===== src/rtl/alarm_controller.sv =====
// ============================================================================
// Module  : alarm_controller
// Purpose : Alarm arm/ring/snooze/stop sequencer and buzzer tone generator.
// Revision: 1.0  initial release
// ============================================================================
`default_nettype none

module alarm_controller #(
  parameter int BEEP_HALF   = 25000,
  parameter int RING_SECS   = 60,
  parameter int SNOOZE_SECS = 300,
  parameter int MAX_SNOOZE  = 3
) (
  input  logic       clk,
  input  logic       reset,
  input  logic       sec_tick,
  input  logic [4:0] cur_hr,
  input  logic [5:0] cur_min,
  input  logic [4:0] alm_hr,
  input  logic [5:0] alm_min,
  input  logic       alarm,
  input  logic       snooze,
  input  logic       stop,
  output logic       ringring,
  output logic       ringing,
  output logic       snoozing,
  output logic       armed
);

  localparam int RW = (RING_SECS   > 1) ? $clog2(RING_SECS)   : 1;
  localparam int SW = (SNOOZE_SECS > 1) ? $clog2(SNOOZE_SECS) : 1;
  localparam int TW = (BEEP_HALF   > 1) ? $clog2(BEEP_HALF)   : 1;
  localparam int UW = (MAX_SNOOZE  > 0) ? $clog2(MAX_SNOOZE + 1) : 1;

  localparam logic [RW-1:0] c_ring_last = RW'(RING_SECS - 1);
  localparam logic [SW-1:0] c_snz_last  = SW'(SNOOZE_SECS - 1);
  localparam logic [TW-1:0] c_tone_last = TW'(BEEP_HALF - 1);
  localparam logic [UW-1:0] c_max_snz   = UW'(MAX_SNOOZE);

  typedef enum logic [1:0] {
    ST_IDLE    = 2'd0,
    ST_ARMED   = 2'd1,
    ST_RINGING = 2'd2,
    ST_SNOOZE  = 2'd3
  } state_t;

  state_t        r_state, w_nxt_state;
  logic [RW-1:0] r_ring_cnt, w_nxt_ring_cnt;
  logic [SW-1:0] r_snz_cnt, w_nxt_snz_cnt;
  logic [UW-1:0] r_snz_used, w_nxt_snz_used;
  logic [TW-1:0] r_tone_cnt, w_nxt_tone_cnt;
  logic          r_tone, w_nxt_tone;
  logic          r_match_done, w_nxt_match_done;
  logic          w_arm_to_ring;

  logic r_alarm_s1, r_alarm_s2;
  logic r_snooze_s1, r_snooze_s2, r_snooze_s3;
  logic r_stop_s1, r_stop_s2, r_stop_s3;
  logic r_ringring, r_ringing, r_snoozing, r_armed;

  logic w_alarm_sync, w_snooze_p, w_stop_p, w_match;

  assign w_alarm_sync = r_alarm_s2;
  assign w_snooze_p   = r_snooze_s2 & ~r_snooze_s3;
  assign w_stop_p     = r_stop_s2 & ~r_stop_s3;
  assign w_match      = (cur_hr == alm_hr) && (cur_min == alm_min);

  always_comb begin
    w_nxt_state    = r_state;
    w_nxt_ring_cnt = r_ring_cnt;
    w_nxt_snz_cnt  = r_snz_cnt;
    w_nxt_snz_used = r_snz_used;
    w_arm_to_ring  = 1'b0;
    w_nxt_tone_cnt = '0;
    w_nxt_tone     = 1'b0;

    if (!w_alarm_sync) begin
      w_nxt_state    = ST_IDLE;
      w_nxt_ring_cnt = '0;
      w_nxt_snz_cnt  = '0;
      w_nxt_snz_used = '0;
    end else begin
      case (r_state)
        ST_IDLE: w_nxt_state = ST_ARMED;
        ST_ARMED: begin
          if (w_match && !r_match_done) begin
            w_nxt_state    = ST_RINGING;
            w_nxt_ring_cnt = '0;
            w_nxt_snz_used = '0;
            w_arm_to_ring  = 1'b1;
          end
        end
        ST_RINGING: begin
          // Buttons take precedence over a coincident second tick.
          if (w_stop_p) begin
            w_nxt_state    = ST_ARMED;
            w_nxt_ring_cnt = '0;
            w_nxt_snz_cnt  = '0;
          end else if (w_snooze_p && (r_snz_used < c_max_snz)) begin
            w_nxt_state    = ST_SNOOZE;
            w_nxt_ring_cnt = '0;
            w_nxt_snz_cnt  = '0;
            w_nxt_snz_used = r_snz_used + 1'b1;
          end else if (sec_tick) begin
            if (r_ring_cnt == c_ring_last) begin
              w_nxt_state    = ST_ARMED;
              w_nxt_ring_cnt = '0;
            end else begin
              w_nxt_ring_cnt = r_ring_cnt + 1'b1;
            end
          end
        end
        ST_SNOOZE: begin
          if (w_stop_p) begin
            w_nxt_state    = ST_ARMED;
            w_nxt_ring_cnt = '0;
            w_nxt_snz_cnt  = '0;
          end else if (sec_tick) begin
            if (r_snz_cnt == c_snz_last) begin
              w_nxt_state    = ST_RINGING;
              w_nxt_ring_cnt = '0;
              w_nxt_snz_cnt  = '0;
            end else begin
              w_nxt_snz_cnt = r_snz_cnt + 1'b1;
            end
          end
        end
        default: w_nxt_state = ST_IDLE;
      endcase
    end

    // Tone phase restarts on every entry into RINGING.
    if ((r_state == ST_RINGING) && (w_nxt_state == ST_RINGING)) begin
      if (r_tone_cnt == c_tone_last) begin
        w_nxt_tone_cnt = '0;
        w_nxt_tone     = ~r_tone;
      end else begin
        w_nxt_tone_cnt = r_tone_cnt + 1'b1;
        w_nxt_tone     = r_tone;
      end
    end

    w_nxt_match_done = w_match ? (r_match_done | w_arm_to_ring) : 1'b0;
  end

  always_ff @(posedge clk or posedge reset) begin
    if (reset) begin
      r_alarm_s1   <= 1'b0;
      r_alarm_s2   <= 1'b0;
      r_snooze_s1  <= 1'b0;
      r_snooze_s2  <= 1'b0;
      r_snooze_s3  <= 1'b0;
      r_stop_s1    <= 1'b0;
      r_stop_s2    <= 1'b0;
      r_stop_s3    <= 1'b0;
      r_state      <= ST_IDLE;
      r_ring_cnt   <= '0;
      r_snz_cnt    <= '0;
      r_snz_used   <= '0;
      r_tone_cnt   <= '0;
      r_tone       <= 1'b0;
      r_match_done <= 1'b0;
      r_ringring   <= 1'b0;
      r_ringing    <= 1'b0;
      r_snoozing   <= 1'b0;
      r_armed      <= 1'b0;
    end else begin
      r_alarm_s1   <= alarm;
      r_alarm_s2   <= r_alarm_s1;
      r_snooze_s1  <= snooze;
      r_snooze_s2  <= r_snooze_s1;
      r_snooze_s3  <= r_snooze_s2;
      r_stop_s1    <= stop;
      r_stop_s2    <= r_stop_s1;
      r_stop_s3    <= r_stop_s2;
      r_state      <= w_nxt_state;
      r_ring_cnt   <= w_nxt_ring_cnt;
      r_snz_cnt    <= w_nxt_snz_cnt;
      r_snz_used   <= w_nxt_snz_used;
      r_tone_cnt   <= w_nxt_tone_cnt;
      r_tone       <= w_nxt_tone;
      r_match_done <= w_nxt_match_done;
      // 1 s on / 1 s off cadence, sounding during even ring seconds.
      r_ringring   <= (w_nxt_state == ST_RINGING) & w_nxt_tone & ~w_nxt_ring_cnt[0];
      r_ringing    <= (w_nxt_state == ST_RINGING);
      r_snoozing   <= (w_nxt_state == ST_SNOOZE);
      r_armed      <= (w_nxt_state != ST_IDLE);
    end
  end

  assign ringring = r_ringring;
  assign ringing  = r_ringing;
  assign snoozing = r_snoozing;
  assign armed    = r_armed;

endmodule

`default_nettype wire

===== config.mk =====
export PLATFORM = sky130hd
export DESIGN_NAME = alarm_controller
export DESIGN_NICKNAME = d
export VERILOG_FILES = /design/src/rtl/alarm_controller.sv
export SDC_FILE = /design/constraint.sdc
export NUM_CORES = 1
export LEC_CHECK = 0
export ABC_AREA = 0
export CORE_MARGIN = 4
export CORE_UTILIZATION = 40
export DETAILED_ROUTE_END_ITERATION = 10
export PLACE_DENSITY_LB_ADDON = 0.05
export SYNTH_ARGS = -nofsm -noshare
export SYNTH_HDL_FRONTEND = slang
export SYNTH_SLANG_ARGS = --single-unit

===== constraint.sdc =====
create_clock -name clk -period 2.1 [get_ports clk]
set_input_delay 0.42 -clock clk [delete_from_list [all_inputs] [get_ports clk]]
set_output_delay 0.42 -clock clk [all_outputs]
set_load 0.1 [all_outputs]

## Yosys cells after proc, flatten, opt, wreduce, memory -nomap -nowiden

Cells that the tools add are included.

| cells by class | value |
|---|---|
| add/subtract/negate cells | 4 |
| multiply operators | 0 |
| div/mod/pow operators | 0 |
| order comparisons | 1 |
| equal/unequal tests | 20 |
| shift-type cells | 0 |
| mux-type cells | 40 |
| bitwise gates (word level) | 9 |
| reductions and logical operators | 10 |

Operators with widths:

| operator | number |
|---|---|
| 6-bit 2-to-1 mux | 9 |
| 9-bit 2-to-1 mux | 6 |
| 15-bit 2-to-1 mux | 2 |
| 2-bit 2-to-1 mux | 13 |
| 6-bit case mux with 3 select lines | 1 |
| 9-bit case mux with 2 select lines | 1 |
| 15-bit by 1-bit adder with 15-bit output (second input constant) | 1 |
| 15-bit equality test (second input constant) | 1 |
| 4-bit != test (second input constant) | 3 |
| 9-bit by 1-bit adder with 9-bit output (second input constant) | 1 |
| 9-bit equality test (second input constant) | 1 |
| 3-bit != test (second input constant) | 3 |
| 2-bit equality test (second input constant) | 4 |
| 2-bit case mux with 4 select lines | 1 |
| 6-bit by 1-bit adder with 6-bit output (second input constant) | 1 |
| 6-bit equality test | 1 |
| 6-bit equality test (second input constant) | 1 |
| 1-bit 2-to-1 mux | 6 |
| 3-bit by 1-bit != test with 1-bit output (second input constant) | 2 |
| 5-bit equality test | 1 |
| 5-bit != test (second input constant) | 1 |
| 5-bit AND reduction | 1 |
| 1-bit AND | 4 |
| 1-bit logical AND | 4 |
| other kinds (12) | 15 |

| word-level totals | value |
|---|---|
| register bits | 48 |
| bits in latches | 0 |
| memory bits (writable) | 0 |
| bits in read-only memories | 0 |
| input port bits | 28 |
| logic and storage cells | 104 |
| memories | 0 |

## Depth between registers and ports, before layout

| depth | value |
|---|---|
| depth in word-level cells | 12 |
| depth in mapped cells | 9 |
| depth with buffers taken out | 7 |

## Worst setup path after synthesis

Ideal clock, no wire load.

| timing | value |
|---|---|
| path type | reg-to-reg |
| start | reg r_snz_used[0] |
| end | reg r_ringring, in the netlist ringring |
| setup time | 0.094 ns |
| arrival | 1.917 ns |
| required time | 2.006 ns |
| setup slack | 0.089 ns |
| stages on the path, launching flop included | 8 |
| buffers on the path | 1 |
| period minus slack after synthesis | 2.011 ns |
| path through | dfrtp_1 ha_1 or3b_1 clkbuf_1 and3_4 a21boi_0 a2111o_1 a211oi_1 |

| between the ends | value |
|---|---|
| word-level cells in the longest chain between the ends | 11 |

RTL lines:

| what | line | text |
|---|---|---|
| start, declared | 50 | `logic [UW-1:0] r_snz_used, w_nxt_snz_used;` |
| start signal, assigned | 179 | `r_snz_used <= w_nxt_snz_used;` |
| 2-bit < comparator (*) | 99 | `end else if (w_snooze_p && (r_snz_used < c_max_snz)) begin` |
| 1-bit logical AND (*) | 99 |  |
| 2-bit 2-to-1 mux | 99 |  |
| 2-bit 2-to-1 mux | 95 | `if (w_stop_p) begin` |
| 2-bit case mux with 4 select lines | 83 | `case (r_state)` |
| 2-bit 2-to-1 mux | 77 | `if (!w_alarm_sync) begin` |
| 2-bit equality test | 133, 184 |  |
| 1-bit logical AND | 133 | `if ((r_state == ST_RINGING) && (w_nxt_state == ST_RINGING)) begin` |
| 1-bit 2-to-1 mux | 133 |  |
| 1-bit AND | 184 | `r_ringring <= (w_nxt_state == ST_RINGING) & w_nxt_tone & ~w_nxt_ring_cnt[0];` |
| 1-bit AND (*) | 184 |  |
| end signal, assigned | 184 |  |
| end, declared | 59 | `logic r_ringring, r_ringing, r_snoozing, r_armed;` |

Mark *: on every way between the ends. The rest lies on a longest branch, timed or not.
A chain may end at the register's enable or synchronous reset.

## Worst setup path after layout

| timing | value |
|---|---|
| start | in cur_hr[3] |
| end | reg r_match_done |

| between the ends | value |
|---|---|
| word-level cells in the longest chain between the ends | 8 |

RTL lines:

| what | line | text |
|---|---|---|
| start, declared | 17 | `input logic [4:0] cur_hr,` |
| 5-bit equality test (*) | 66 | `assign w_match = (cur_hr == alm_hr) && (cur_min == alm_min);` |
| 1-bit logical AND (*) | 66 |  |
| 1-bit logical AND | 86 | `if (w_match && !r_match_done) begin` |
| 1-bit 2-to-1 mux | 86 |  |
| 1-bit 2-to-1 mux | 83 |  |
| 1-bit 2-to-1 mux | 77 |  |
| 1-bit OR | 143 | `w_nxt_match_done = w_match ? (r_match_done \| w_arm_to_ring) : 1'b0;` |
| 1-bit 2-to-1 mux (*) | 143 |  |
| via w_nxt_match_done | 53 | `logic r_match_done, w_nxt_match_done;` |
| end signal, assigned | 182 | `r_match_done <= w_nxt_match_done;` |
| end, declared | 53 |  |

The timed path passes the listed nets; every way through them passes the cells marked *.

==> key figures <==
Outcome
  – Status: finished, final reports clean

STA
  – Maximum clock frequency: 496 MHz
  – Slew headroom: 0.644
  – Final Critical Period: 2.01 ns
  – Slew Viols, Final: 0
  – Finish-stage setup viols: 0
  – Worst slew pin tran: 0.534 ns
  – Hold_ws: 0.355 ns
  – Final hold vios: 0
  – Final Cycle Share: 0.959
  – Skew final: 0.0124 ns

Global routing
  – Initial antenna violation count: 0
  – Vias in the first global route: 2174
  – First-pass GRT wire length: 10000 µm
  – Global Route Usage Sum: 0.164
  – Largest net degree at the start of global routing: 33
  – Grt total ovfl: 0

Critical path
  – R2R depth: 8
  – Setup CP Type: in -> reg
  – Reg-to-reg slack, setup: 0.10 ns
  – Kind of start point of the critical path: input port
  – CP max FO: 2
  – Worst Setup EP: r_match_done
  – End of the worst register-to-register path: ringing
  – CP required: 2.31 ns
  – Setup crit start: cur_hr[3]
  – Crit path capture type: flip-flop
  – Arr. time, crit path: 2.23 ns
  – Worst r2r src: r_ring_cnt[1]

Clock tree
  – Cts bufs inserted: 5
  – Hold buffer count at cts: 0
  – Buffers from clock root to sink, at most: 2
  – Clk sinks: 48
  – Clk root buf: clkbuf_8
  – H-tree depth: 2
  – CTS tree: built
  – Worst-path clk slew: 0.09 ns
  – Skew-Pair Late Insertion Delay: 0.31 ns

Floorplan
  – Total core area: 6310 µm²
  – Core Rows: 29
  – Initial Util: 0.410
  – Die Ht: 88.4 µm
  – I/O pins: 32
  – Die span in x: 88.4 µm
  – Die Area: 7820 µm²

Final layout
  – Share of layout cells above drive strength 1: 0.259
  – Nets: 367
  – Synth-to-Final Area Change: 33.9%
  – Commonest non-fill, non-tap cell in the layout: buf_4
  – Commonest cells after routing, fill and taps aside: 50 x buf_4, 48 x dfrtp_1, 20 x nand2_1, 20 x xnor2_1, 20 x dlygate4sd2_1
  – Diodes inserted: 0

Route
  – WL/cell: 14.2 µm
  – Post-Route WL: 5880 µm
  – Drt first-iter violations: 80
  – Via Count: 2152
  – TritonRoute pass-1 iters: 4
  – DR vias/cell: 5.21
  – Post-route ant nets: 0
  – Drt drc: 0

Synthesis
  – Synth Instances: 258
  – Synthesized area: 2590 µm²
  – Syn avg cell area: 10.0 µm²
  – Unique cell type count in the Yosys netlist: 48
  – Syn nets: 290
  – Yosys warnings: 0
  – Main flop type after synthesis: dfrtp_1
  – Synth async-reset ratio: 1.00
  – Post-synthesis sequential area ratio: 0.464
  – Number of synthesized flops with an enable pin: 0
  – FF+latch count, synth: 48

Power
  – PD cells: 536 nW/µm²
  – Total chip power: 1.86 mW
  – Max IR drop VDD: 0.410 mV
  – Static leakage: 1.50 nW

Job
  – Max-Cap Viols: 0

Place
  – Gp weighted congestion: 0.793
  – Dpl hpwl: 3910 µm
  – Number of port buffers: 31

Worst hold path
  – Hold_sp: r_stop_s1
  – Worst hold path type: reg -> reg
## routing by layer
metal,track usage,vias up,wire length (µm)
met5,0,-,0
met4,0.0659,0,118
met3,0.0270,11,185
met2,0.282,38,2840
met1,0.204,1032,2730
li1,-,1071,-
## final cells by class
type                    count  area [µm²]
fillers                   581        2850
multi-input cells         189        1320
flip-flops and latches     48        1200
repair buffers             80         681
well taps                  77        96.3
clock buffers               6        82.6
inverters                  11        41.3
clock inverters             2        38.8
## power breakdown
| group | internal, mW | switching [mW] | total, mW |
|---|---|---|---|
| logic | 0.102 | 0.0822 | 0.185 |
| registers | 0.933 | 0.00963 | 0.943 |
| clock network | 0.390 | 0.339 | 0.729 |
## through the flow
stage / setup TNS, ns / setup slack [ns] / utilization / area [µm²] / instances
global placement: -8.25 / -0.410 / 0.495 / 3130 / 382
floorplan: 0 / 0.0893 / - / 2590 / 258
finish: 0 / 0.0852 / 0.549 / 3460 / 413
detailed placement: -8.55 / -0.425 / 0.495 / 3130 / 382
CTS: -0.0125 / -0.0125 / 0.543 / 3430 / 414
global route: -0.00113 / -0.00113 / 0.549 / 3460 / 413
## worst max-delay path, cell delays in order
cell and delay (ns):
dlygate4sd2_1 0.26, xnor2_2 0.15, nand4_1 0.17, buf_4 0.18, buf_4 0.12, buf_4 0.12, buf_4 0.13, buf_4 0.13
buf_4 0.12, buf_4 0.13, nor4b_4 0.29
## repair_timing
item                       in CTS  in global routing
setup endpoints to repair       7                  6
buffers inserted               24                  0
pin swaps                      19                  6
gates resized for setup        29                 11
## kinds of logic (layout without fill, tap and decap cells)
family | Yosys count | count (layout) | share of synthesized area
simple gates | 113 | 113 | 0.257
compound gates | 43 | 43 | 0.108
xor+xnor | 25 | 25 | 0.0846
buf+inv | 21 | 99 | 0.0503
fa+ha+maj | 4 | 4 | 0.0193
mux | 4 | 4 | 0.0164
flops | 48 | 48 | 0.464
## how the worst min path moves through the flow
stage | to | slack (ns) | cells past startpoint
after CTS | r_snooze_s2 | 0.36 | 0
after detailed placement | r_stop_s2 | 0.34 | 0
after global placement | r_stop_s2 | 0.33 | 0
after floorplan | r_alarm_s2 | 0.33 | 0
final | r_stop_s2 | 0.36 | 0
after global routing | r_stop_s2 | 0.37 | 0
## Yosys cell counts, drive strengths merged, types with 5 or more instances
master	count	area, µm²
nand2b	5	31.3
nand3	17	85.1
a21oi	6	30.0
nor2	14	52.6
nor3	21	151
o21ai	15	75.1
nand4	6	37.5
dfrtp	48	1200
and3	5	36.3
clkbuf	7	46.3
xnor2	21	184
inv	11	41.3
nor3b	5	37.5
nand2	20	75.1
or3	5	32.5
## flip-flops by register name, summed over array words and instances (netlist names)
name and count:
armed 1, r_alarm_s1 1, r_alarm_s2 1, r_match_done 1
r_ring_cnt 6, r_snooze_s1 1, r_snooze_s2 1, r_snooze_s3 1
r_snz_cnt 9, r_snz_used 2, r_state 2, r_stop_s1 1
r_stop_s2 1, r_stop_s3 1, r_tone 1, r_tone_cnt 15
ringing 1, ringring 1, snoozing 1
No activity file was read; power rests on OpenSTA's default activity.
